--- src/rtl/hazard_pkg.sv ---
// hazard_pkg: shared forwarding codes, FSM states and shadow-stage record for the hazard unit
package hazard_pkg;
  localparam int HZ_REG_W = 5;
  localparam logic [1:0] FW_RF  = 2'b00;
  localparam logic [1:0] FW_EX  = 2'b01;
  localparam logic [1:0] FW_MEM = 2'b10;
  localparam logic [1:0] FW_WB  = 2'b11;
  typedef enum logic {HZ_RUN, HZ_STALL} hz_state_t;
  typedef struct packed {
    logic [HZ_REG_W-1:0] rd;
    logic                rf_le;
    logic                load;
  } stage_info_t;
endpackage

--- src/rtl/hazard_forwarding_unit_if.sv ---
// hazard_forwarding_unit_if: ID-stage operands in, forwarding/stall/flush controls and counters out
interface hazard_forwarding_unit_if #(parameter int REG_W = 5, parameter int CNT_W = 16);
  logic [REG_W-1:0] ra_id, rb_id, rd_id;
  logic             use_ra_id, use_rb_id, rf_le_id, load_id, jump_ex;
  logic [1:0]       fw_a_sel, fw_b_sel;
  logic             cu_nop, pc_le, if_id_le, if_id_clr;
  logic [CNT_W-1:0] stall_cnt, flush_cnt;
  modport master (
    output ra_id, rb_id, rd_id, use_ra_id, use_rb_id, rf_le_id, load_id, jump_ex,
    input  fw_a_sel, fw_b_sel, cu_nop, pc_le, if_id_le, if_id_clr, stall_cnt, flush_cnt
  );
  modport slave (
    input  ra_id, rb_id, rd_id, use_ra_id, use_rb_id, rf_le_id, load_id, jump_ex,
    output fw_a_sel, fw_b_sel, cu_nop, pc_le, if_id_le, if_id_clr, stall_cnt, flush_cnt
  );
endinterface

--- src/rtl/hazard_forwarding_unit_fw_select.sv ---
// fw_select: priority encoder choosing the youngest shadow stage that writes one ID source operand
module fw_select import hazard_pkg::*; #(parameter int REG_W = 5) (
  input  logic [REG_W-1:0] r,
  input  logic             use_r,
  input  stage_info_t      ex,
  input  stage_info_t      mem,
  input  stage_info_t      wb,
  output logic [1:0]       sel,
  output logic             ex_hit
);
  logic valid, mem_hit, wb_hit;
  always_comb begin
    valid   = use_r && (r != '0);
    ex_hit  = valid && ex.rf_le  && (ex.rd  == HZ_REG_W'(r));
    mem_hit = valid && mem.rf_le && (mem.rd == HZ_REG_W'(r));
    wb_hit  = valid && wb.rf_le  && (wb.rd  == HZ_REG_W'(r));
    sel     = ex_hit ? FW_EX : mem_hit ? FW_MEM : wb_hit ? FW_WB : FW_RF;
  end
endmodule

--- src/rtl/hazard_forwarding_unit.sv ---
// hazard_forwarding_unit: shadow EX/MEM/WB tracking, operand forwarding, load-use stall and jump flush.
// Define HAZARD_CNT_EN to build saturating stall/flush event counters; otherwise they read zero.
module hazard_forwarding_unit import hazard_pkg::*; #(
  parameter int REG_W = 5,
  parameter int CNT_W = 16
) (
  input logic                     clk,
  input logic                     reset,
  hazard_forwarding_unit_if.slave hz
);
  stage_info_t ex_q, ex_d, mem_q, mem_d, wb_q, wb_d;
  hz_state_t   state_q, state_d;
  logic [1:0]  fw_a, fw_b;
  logic        a_ex_hit, b_ex_hit, load_use, stall, cu_nop;
  fw_select #(.REG_W(REG_W)) u_fw_a (
    .r(hz.ra_id), .use_r(hz.use_ra_id), .ex(ex_q), .mem(mem_q), .wb(wb_q),
    .sel(fw_a), .ex_hit(a_ex_hit)
  );
  fw_select #(.REG_W(REG_W)) u_fw_b (
    .r(hz.rb_id), .use_r(hz.use_rb_id), .ex(ex_q), .mem(mem_q), .wb(wb_q),
    .sel(fw_b), .ex_hit(b_ex_hit)
  );
  // A taken jump wins over a load-use hazard: the dependent ID instruction is flushed anyway.
  always_comb begin
    load_use = (a_ex_hit || b_ex_hit) && ex_q.load;
    stall    = load_use && (state_q == HZ_RUN) && !hz.jump_ex;
    cu_nop   = stall || hz.jump_ex;
    state_d  = stall ? HZ_STALL : HZ_RUN;
    ex_d     = cu_nop ? stage_info_t'('0)
                      : stage_info_t'{HZ_REG_W'(hz.rd_id), hz.rf_le_id, hz.load_id};
    mem_d    = ex_q;
    wb_d     = mem_q;
  end
  assign hz.fw_a_sel  = fw_a;
  assign hz.fw_b_sel  = fw_b;
  assign hz.cu_nop    = cu_nop;
  assign hz.pc_le     = !stall;
  assign hz.if_id_le  = !stall;
  assign hz.if_id_clr = hz.jump_ex;
  always_ff @(posedge clk) begin
    if (reset) begin
      state_q <= HZ_RUN;
      ex_q    <= '0;
      mem_q   <= '0;
      wb_q    <= '0;
    end else begin
      state_q <= state_d;
      ex_q    <= ex_d;
      mem_q   <= mem_d;
      wb_q    <= wb_d;
    end
  end
`ifdef HAZARD_CNT_EN
  logic [CNT_W-1:0] stall_cnt_q, stall_cnt_d, flush_cnt_q, flush_cnt_d;
  always_comb begin
    stall_cnt_d = stall_cnt_q + {{(CNT_W-1){1'b0}}, stall && !(&stall_cnt_q)};
    flush_cnt_d = flush_cnt_q + {{(CNT_W-1){1'b0}}, hz.jump_ex && !(&flush_cnt_q)};
  end
  always_ff @(posedge clk) begin
    if (reset) begin
      stall_cnt_q <= '0;
      flush_cnt_q <= '0;
    end else begin
      stall_cnt_q <= stall_cnt_d;
      flush_cnt_q <= flush_cnt_d;
    end
  end
  assign hz.stall_cnt = stall_cnt_q;
  assign hz.flush_cnt = flush_cnt_q;
`else
  assign hz.stall_cnt = '0;
  assign hz.flush_cnt = '0;
`endif
endmodule

--- src/flat_wrapper.sv ---
// flat-port wrapper written by rule: the top's interface ports become plain ports
module hazard_forwarding_unit_flat import hazard_pkg::*;
#(
  parameter int REG_W = 5,
  parameter int CNT_W = 16
)
  (clk, reset, hz_ra_id, hz_rb_id, hz_rd_id, hz_use_ra_id, hz_use_rb_id, hz_rf_le_id, hz_load_id, hz_jump_ex, hz_fw_a_sel, hz_fw_b_sel, hz_cu_nop, hz_pc_le, hz_if_id_le, hz_if_id_clr, hz_stall_cnt, hz_flush_cnt);
  hazard_forwarding_unit_if #(.REG_W(REG_W), .CNT_W(CNT_W)) hz_i ();
  input logic clk;
  input logic reset;
  input wire logic [$bits(hz_i.ra_id)-1:0] hz_ra_id;
  input wire logic [$bits(hz_i.rb_id)-1:0] hz_rb_id;
  input wire logic [$bits(hz_i.rd_id)-1:0] hz_rd_id;
  input wire logic [$bits(hz_i.use_ra_id)-1:0] hz_use_ra_id;
  input wire logic [$bits(hz_i.use_rb_id)-1:0] hz_use_rb_id;
  input wire logic [$bits(hz_i.rf_le_id)-1:0] hz_rf_le_id;
  input wire logic [$bits(hz_i.load_id)-1:0] hz_load_id;
  input wire logic [$bits(hz_i.jump_ex)-1:0] hz_jump_ex;
  output wire logic [$bits(hz_i.fw_a_sel)-1:0] hz_fw_a_sel;
  output wire logic [$bits(hz_i.fw_b_sel)-1:0] hz_fw_b_sel;
  output wire logic [$bits(hz_i.cu_nop)-1:0] hz_cu_nop;
  output wire logic [$bits(hz_i.pc_le)-1:0] hz_pc_le;
  output wire logic [$bits(hz_i.if_id_le)-1:0] hz_if_id_le;
  output wire logic [$bits(hz_i.if_id_clr)-1:0] hz_if_id_clr;
  output wire logic [$bits(hz_i.stall_cnt)-1:0] hz_stall_cnt;
  output wire logic [$bits(hz_i.flush_cnt)-1:0] hz_flush_cnt;
  assign hz_i.ra_id = hz_ra_id;
  assign hz_i.rb_id = hz_rb_id;
  assign hz_i.rd_id = hz_rd_id;
  assign hz_i.use_ra_id = hz_use_ra_id;
  assign hz_i.use_rb_id = hz_use_rb_id;
  assign hz_i.rf_le_id = hz_rf_le_id;
  assign hz_i.load_id = hz_load_id;
  assign hz_i.jump_ex = hz_jump_ex;
  assign hz_fw_a_sel = hz_i.fw_a_sel;
  assign hz_fw_b_sel = hz_i.fw_b_sel;
  assign hz_cu_nop = hz_i.cu_nop;
  assign hz_pc_le = hz_i.pc_le;
  assign hz_if_id_le = hz_i.if_id_le;
  assign hz_if_id_clr = hz_i.if_id_clr;
  assign hz_stall_cnt = hz_i.stall_cnt;
  assign hz_flush_cnt = hz_i.flush_cnt;
  hazard_forwarding_unit #(.REG_W(REG_W), .CNT_W(CNT_W)) u_core (.clk(clk), .reset(reset), .hz(hz_i));
endmodule
--- config.mk ---
export PLATFORM = sky130hd
export DESIGN_NAME = hazard_forwarding_unit_flat
export DESIGN_NICKNAME = d
export VERILOG_FILES = /design/src/rtl/hazard_pkg.sv /design/src/rtl/hazard_forwarding_unit_if.sv /design/src/rtl/hazard_forwarding_unit_fw_select.sv /design/src/rtl/hazard_forwarding_unit.sv /design/src/flat_wrapper.sv
export SDC_FILE = /design/constraint.sdc
export NUM_CORES = 1
export LEC_CHECK = 0
export BUFFER_PORTS_ARGS = -buffer_cell sky130_fd_sc_hd__buf_2
export CORE_UTILIZATION = 35
export CTS_CLUSTER_DIAMETER = 120
export DETAILED_ROUTE_END_ITERATION = 16
export RECOVER_POWER = 50
export SLEW_MARGIN = 5
export SYNTH_ARGS = -nofsm -noshare
export SYNTH_HDL_FRONTEND = slang
export SYNTH_SLANG_ARGS = --single-unit
--- constraint.sdc ---
create_clock -name clk -period 5.7 [get_ports clk]
set_clock_uncertainty 0.05 [all_clocks]
set_input_delay 1.14 -clock clk [delete_from_list [all_inputs] [get_ports clk]]
set_output_delay 1.14 -clock clk [all_outputs]
set_load 0.02 [all_outputs]
Yosys cells after proc, flatten, opt, wreduce, memory -nomap -nowiden
Index checks and enable logic that the tools add are counted.
- bits in registers: 20
- bits of input ports: 22
- output and inout bits: 40
- logic and storage cells: 46
- equality and inequality tests: 6
- muxes and demuxes: 7
- bitwise operators: 1
- reductions and logical operators: 24
- operators by type and width (operator ; count):
    $eq 5x5->1 ; 6
    $logic_and 1x1->1 ; 17
    $mux 2 ; 6
    $reduce_bool 5->1 ; 2
    $logic_not 1->1 ; 2
    $logic_or 1x1->1 ; 2
    $reduce_or 2->1 ; 1
    $mux 1 ; 1
    $not 1->1 ; 1

Logic depth before layout (Yosys ltp)
- word-level depth: 10
- mapped depth: 6
- gate-level depth less buffers: 5

Hierarchy
From an unflattened synthesis, not the netlist that was laid out.
- cell total of the unflattened synthesis: 152
- area, all modules: 1451.4 um^2
- by module, submodules not included (module ; instances ; cells each ; area an instance (um^2) ; seq. area each (um^2)):
    hazard_forwarding_unit ; 1 ; 96 ; 1013.5 ; 440.4
    fw_select ; 2 ; 28 ; 219.0 ; 0.0

Worst setup path before layout
OpenSTA, ideal clock, no wires.
- path type: input to output
- start: input hz_ra_id[0]
- end: output hz_pc_le
- arrival time: 2.504 ns
- required time: 4.510 ns
- setup slack: 2.006 ns
- cell stages on the path: 6
- path buffers: 1
- path through: or4_1 -> o21ai_2 -> nand4b_2 -> a21oi_4 -> nand2b_1 -> buf_4
- cells in the longest elaborated chain, start to end: 9
- elaborated cells on any way between the ends: 10
- classes of those cells: eq/ne (1); reduce/logical (9)
- ends and longest elaborated chain (element ; line ; text):
    start, declared ; flat_wrapper.sv:11 ; input wire logic [$bits(hz_i.ra_id)-1:0] hz_ra_id;
    $reduce_bool 5->1 ; hazard_forwarding_unit_fw_select.sv:13 ; valid = use_r && (r != '0);
    $logic_and 1x1->1 ; hazard_forwarding_unit_fw_select.sv:13 ;
    $logic_and 1x1->1 ; hazard_forwarding_unit_fw_select.sv:14 ; ex_hit = valid && ex.rf_le && (ex.rd == HZ_REG_W'(r));
    $logic_and 1x1->1 (*) ; hazard_forwarding_unit_fw_select.sv:14 ;
    $logic_or 1x1->1 (*) ; hazard_forwarding_unit.sv:25 ; load_use = (a_ex_hit || b_ex_hit) && ex_q.load;
    $logic_and 1x1->1 (*) ; hazard_forwarding_unit.sv:25 ;
    $logic_and 1x1->1 (*) (2 in a row) ; hazard_forwarding_unit.sv:26 ; stall = load_use && (state_q == HZ_RUN) && !hz.jump_ex;
    $logic_not 1->1 (*) ; -- ;
    end, declared ; flat_wrapper.sv:22 ; output wire logic [$bits(hz_i.pc_le)-1:0] hz_pc_le;
Mark *: on every way between the ends. The rest lies on a longest branch, timed or not.

Worst setup path after layout
- start: input hz_rb_id[1]
- end: output hz_cu_nop
- cells in the longest elaborated chain, start to end: 9
- elaborated cells on any way between the ends: 10
- classes of those cells: eq/ne (1); reduce/logical (9)
- ends and longest elaborated chain (element ; line ; text):
    start, declared ; flat_wrapper.sv:12 ; input wire logic [$bits(hz_i.rb_id)-1:0] hz_rb_id;
    $reduce_bool 5->1 ; hazard_forwarding_unit_fw_select.sv:13 ;
    $logic_and 1x1->1 ; hazard_forwarding_unit_fw_select.sv:13 ;
    $logic_and 1x1->1 ; hazard_forwarding_unit_fw_select.sv:14 ;
    $logic_and 1x1->1 (*) ; hazard_forwarding_unit_fw_select.sv:14 ;
    $logic_or 1x1->1 (*) ; hazard_forwarding_unit.sv:25 ;
    $logic_and 1x1->1 (*) ; hazard_forwarding_unit.sv:25 ;
    $logic_and 1x1->1 (*) (2 in a row) ; hazard_forwarding_unit.sv:26 ;
    $logic_or 1x1->1 (*) ; hazard_forwarding_unit.sv:27 ; cu_nop = stall || hz.jump_ex;
    end, declared ; flat_wrapper.sv:21 ; output wire logic [$bits(hz_i.cu_nop)-1:0] hz_cu_nop;
Marks and branches as above.

==> run summary <==
initial antenna violation count - 0
drt drc - 0
wirelength, routed - 2.23 mm
CP Class - in -> out
GRT Total Usage - 12.3%
status - finished clean
Num CTS Buffers - 3
first-pass GRT wire length - 3.80 mm
Hold Path Cell Cnt - 1
P per Cell Area - 233 mW/mm²
Worst Hold Path EP - u_core.wb_q[1]
vias in the first global route - 816
Synth top area share - 31.4%
worst vdd ir - 134 µV
Psw - 87.2 µW
final hold vios - 0
Layout Nets - 194
Routed wire per std cell - 10.3 µm
Seq/Total Area, Yosys - 31.4%
total chip power - 320 µW
CTS clk-pin slew, worst paths - 0.11 ns
vias per cell - 4.05
clock share of power - 36.5%
Flop pwr share - 46.1%
row count - 21
Die Span X - 62.4 µm
CP peak stage delay - 0.59 ns
CP Launch Type - input pin
Starting Density - 37.3%
Critical Path RT - 4.51 ns
routability cong. - 0.786
setup TNS - 0 ns
worst rel slew slack - 54.6%
FMAX - 240 MHz
most frequent cells in the layout - 32 x conb_1, 27 x buf_2, 20 x dfxtp_1
worst r2r path cells - 5
Tightest Hold Check Type - reg -> reg
synthesis-stage register bit count - 20
unique cell type count in the Yosys netlist - 24
# resized after CTS - 0
FF-to-FF setup slack - 3.72 ns
Die H - 62.4 µm
postcts setup bufs - 0
antenna violation net count after detailed routing - 0
syn_area_per_cell - 8.98 µm²
total clock sinks - 20
final-report setup violation count - 0
fraction of layout cells with a size suffix above 1 - 21.1%
yosys warns - 0
crit share post-route - 73.1%
sw frac - 27.3%
total iterations of the first detailed-routing run - 6
clk buf depth - 2
commonest non-fill, non-tap cell in the layout - conb_1
Mapped Cells - 142
Slew Viols, Final - 0
final worst path period need - 4.17 ns
Max FO, Critical Path - 10
Synth area leader - dfxtp_1
total grt overflow - 0
worst skew pair latency - 0.31 ns
reg-to-reg startpoint - u_core.ex_q[3]
CP delay by family, top - simple AND/OR/NAND/NOR gates
R2R Path End - u_core.state_q
# IOs - 62
# hold bufs at CTS - 0
critical hold path startpoint - u_core.mem_q[1]
max cap viols - 0
RSZ-0062 raised after global routing - false
Synth Cell Area - 0.00127 mm²
CTS root buf - clkbuf_4
CTS H-tree depth - 1
Slew @ Worst Pin - 0.680 ns
die area - 0.00389 mm²
LEAKAGE - 0.659 nW
CP Capture Type - output port
DP HPWL - 1.85 mm
CP bufs+invs - 2
routed vias - 878
Synth area leaders - dfxtp_1 31%, buf_4 20%, xor2_1 11%
CP cell instances - clkbuf_1, xor2_1, nor4_1, nand4b_2, a21oi_1, or2_1, buf_2
TritonCTS clock tree - yes
logic gate share of total power - 17.4%
largest net degree at the start of global routing - 14
Internal - 233 µW
Area Growth Syn to Fin - 7.75%
Port Buf Inserts - 29
Initial DRC Count - 9
ant diodes - 0
slowest stage cell, crit path - a21oi_1
core footprint - 0.00342 mm²
Arrival @ worst endpoint - 2.98 ns
==> worst max-delay path by stage <==
| stage | start | endpoint | cells after the start | slack [ns] |
|---|---|---|---|---|
| floorplan | hz_ra_id[0] | hz_pc_le | 6 | 2.01 |
| global placement | hz_ra_id[0] | hz_cu_nop | 7 | 1.78 |
| detailed placement | hz_ra_id[0] | hz_cu_nop | 7 | 1.79 |
| CTS | hz_ra_id[0] | hz_cu_nop | 7 | 1.78 |
| global route | hz_rb_id[1] | hz_if_id_le | 7 | 1.31 |
| finish | hz_rb_id[1] | hz_cu_nop | 7 | 1.53 |
==> final cells by class <==
class | instances | area [µm²]
well taps | 46 | 57.6
multi-input cells | 118 | 721
repair buffers | 29 | 143
fillers | 354 | 2040
clock buffers | 3 | 22.5
clock inverters | 1 | 30.0
flip-flops and latches | 20 | 400
==> power by group through the flow <==
stage / combinational (mW) / sequential [mW] / clock, mW
after floorplan: 0.0569 / 0.150 / 0
after global placement: 0.0560 / 0.151 / 0
after detailed placement: 0.0559 / 0.151 / 0
after CTS: 0.0563 / 0.147 / 0.120
after global routing: 0.0613 / 0.148 / 0.126
final: 0.0558 / 0.147 / 0.117
==> Yosys cell counts (all sizes together) <==
cell type / instances
nor3: 2
and2: 1
conb: 1
nor2: 10
o31ai: 2
nand4: 2
nor4: 4
a21oi: 1
o21a: 2
dfxtp: 20
nand2b: 2
xor2: 16
o21ai: 2
or4: 2
nor2b: 12
or2: 1
clkbuf: 1
nand4b: 2
buf: 34
xnor2: 14
nand3: 2
nand2: 9
==> state kept, by name (all words and copies together), names as in the netlist <==
signal	cells
u_core.mem_q	6
u_core.ex_q	7
u_core.state_q	1
u_core.wb_q	6
==> kinds of logic after synthesis <==
logic type      after synthesis  synth area share (%)
compound gates                7                  5.59
xor+xnor                     30                  20.6
buf+inv                      35                  20.3
flops                        20                  31.4
other cells                   1                 0.294
simple gates                 49                  21.8
==> per-stage QoR <==
| step | worst slack [ns] | hold WS [ns] | cells | util [%] | instance area [µm²] |
|---|---|---|---|---|---|
| after floorplan | 2.01 | 0.410 | 173 | - | 1390 |
| after global placement | 1.78 | 0.435 | 213 | 39.1 | 1340 |
| after detailed placement | 1.79 | 0.437 | 213 | 39.1 | 1340 |
| after CTS | 1.78 | 0.453 | 217 | 40.6 | 1390 |
| after global routing | 1.31 | 0.468 | 217 | 40.2 | 1370 |
| final | 1.53 | 0.450 | 217 | 40.2 | 1370 |
==> layer usage <==
layer	routed length, µm	track usage [%]	share of wire, %	vias up
met3	177	4.41	7.9	0
met4	0	0.872	0	0
met5	0	0	0	-
met1	1050	15.7	47	381
li1	-	-	-	453
met2	998	20.5	45	44
Power figures use the tool's default switching activity.
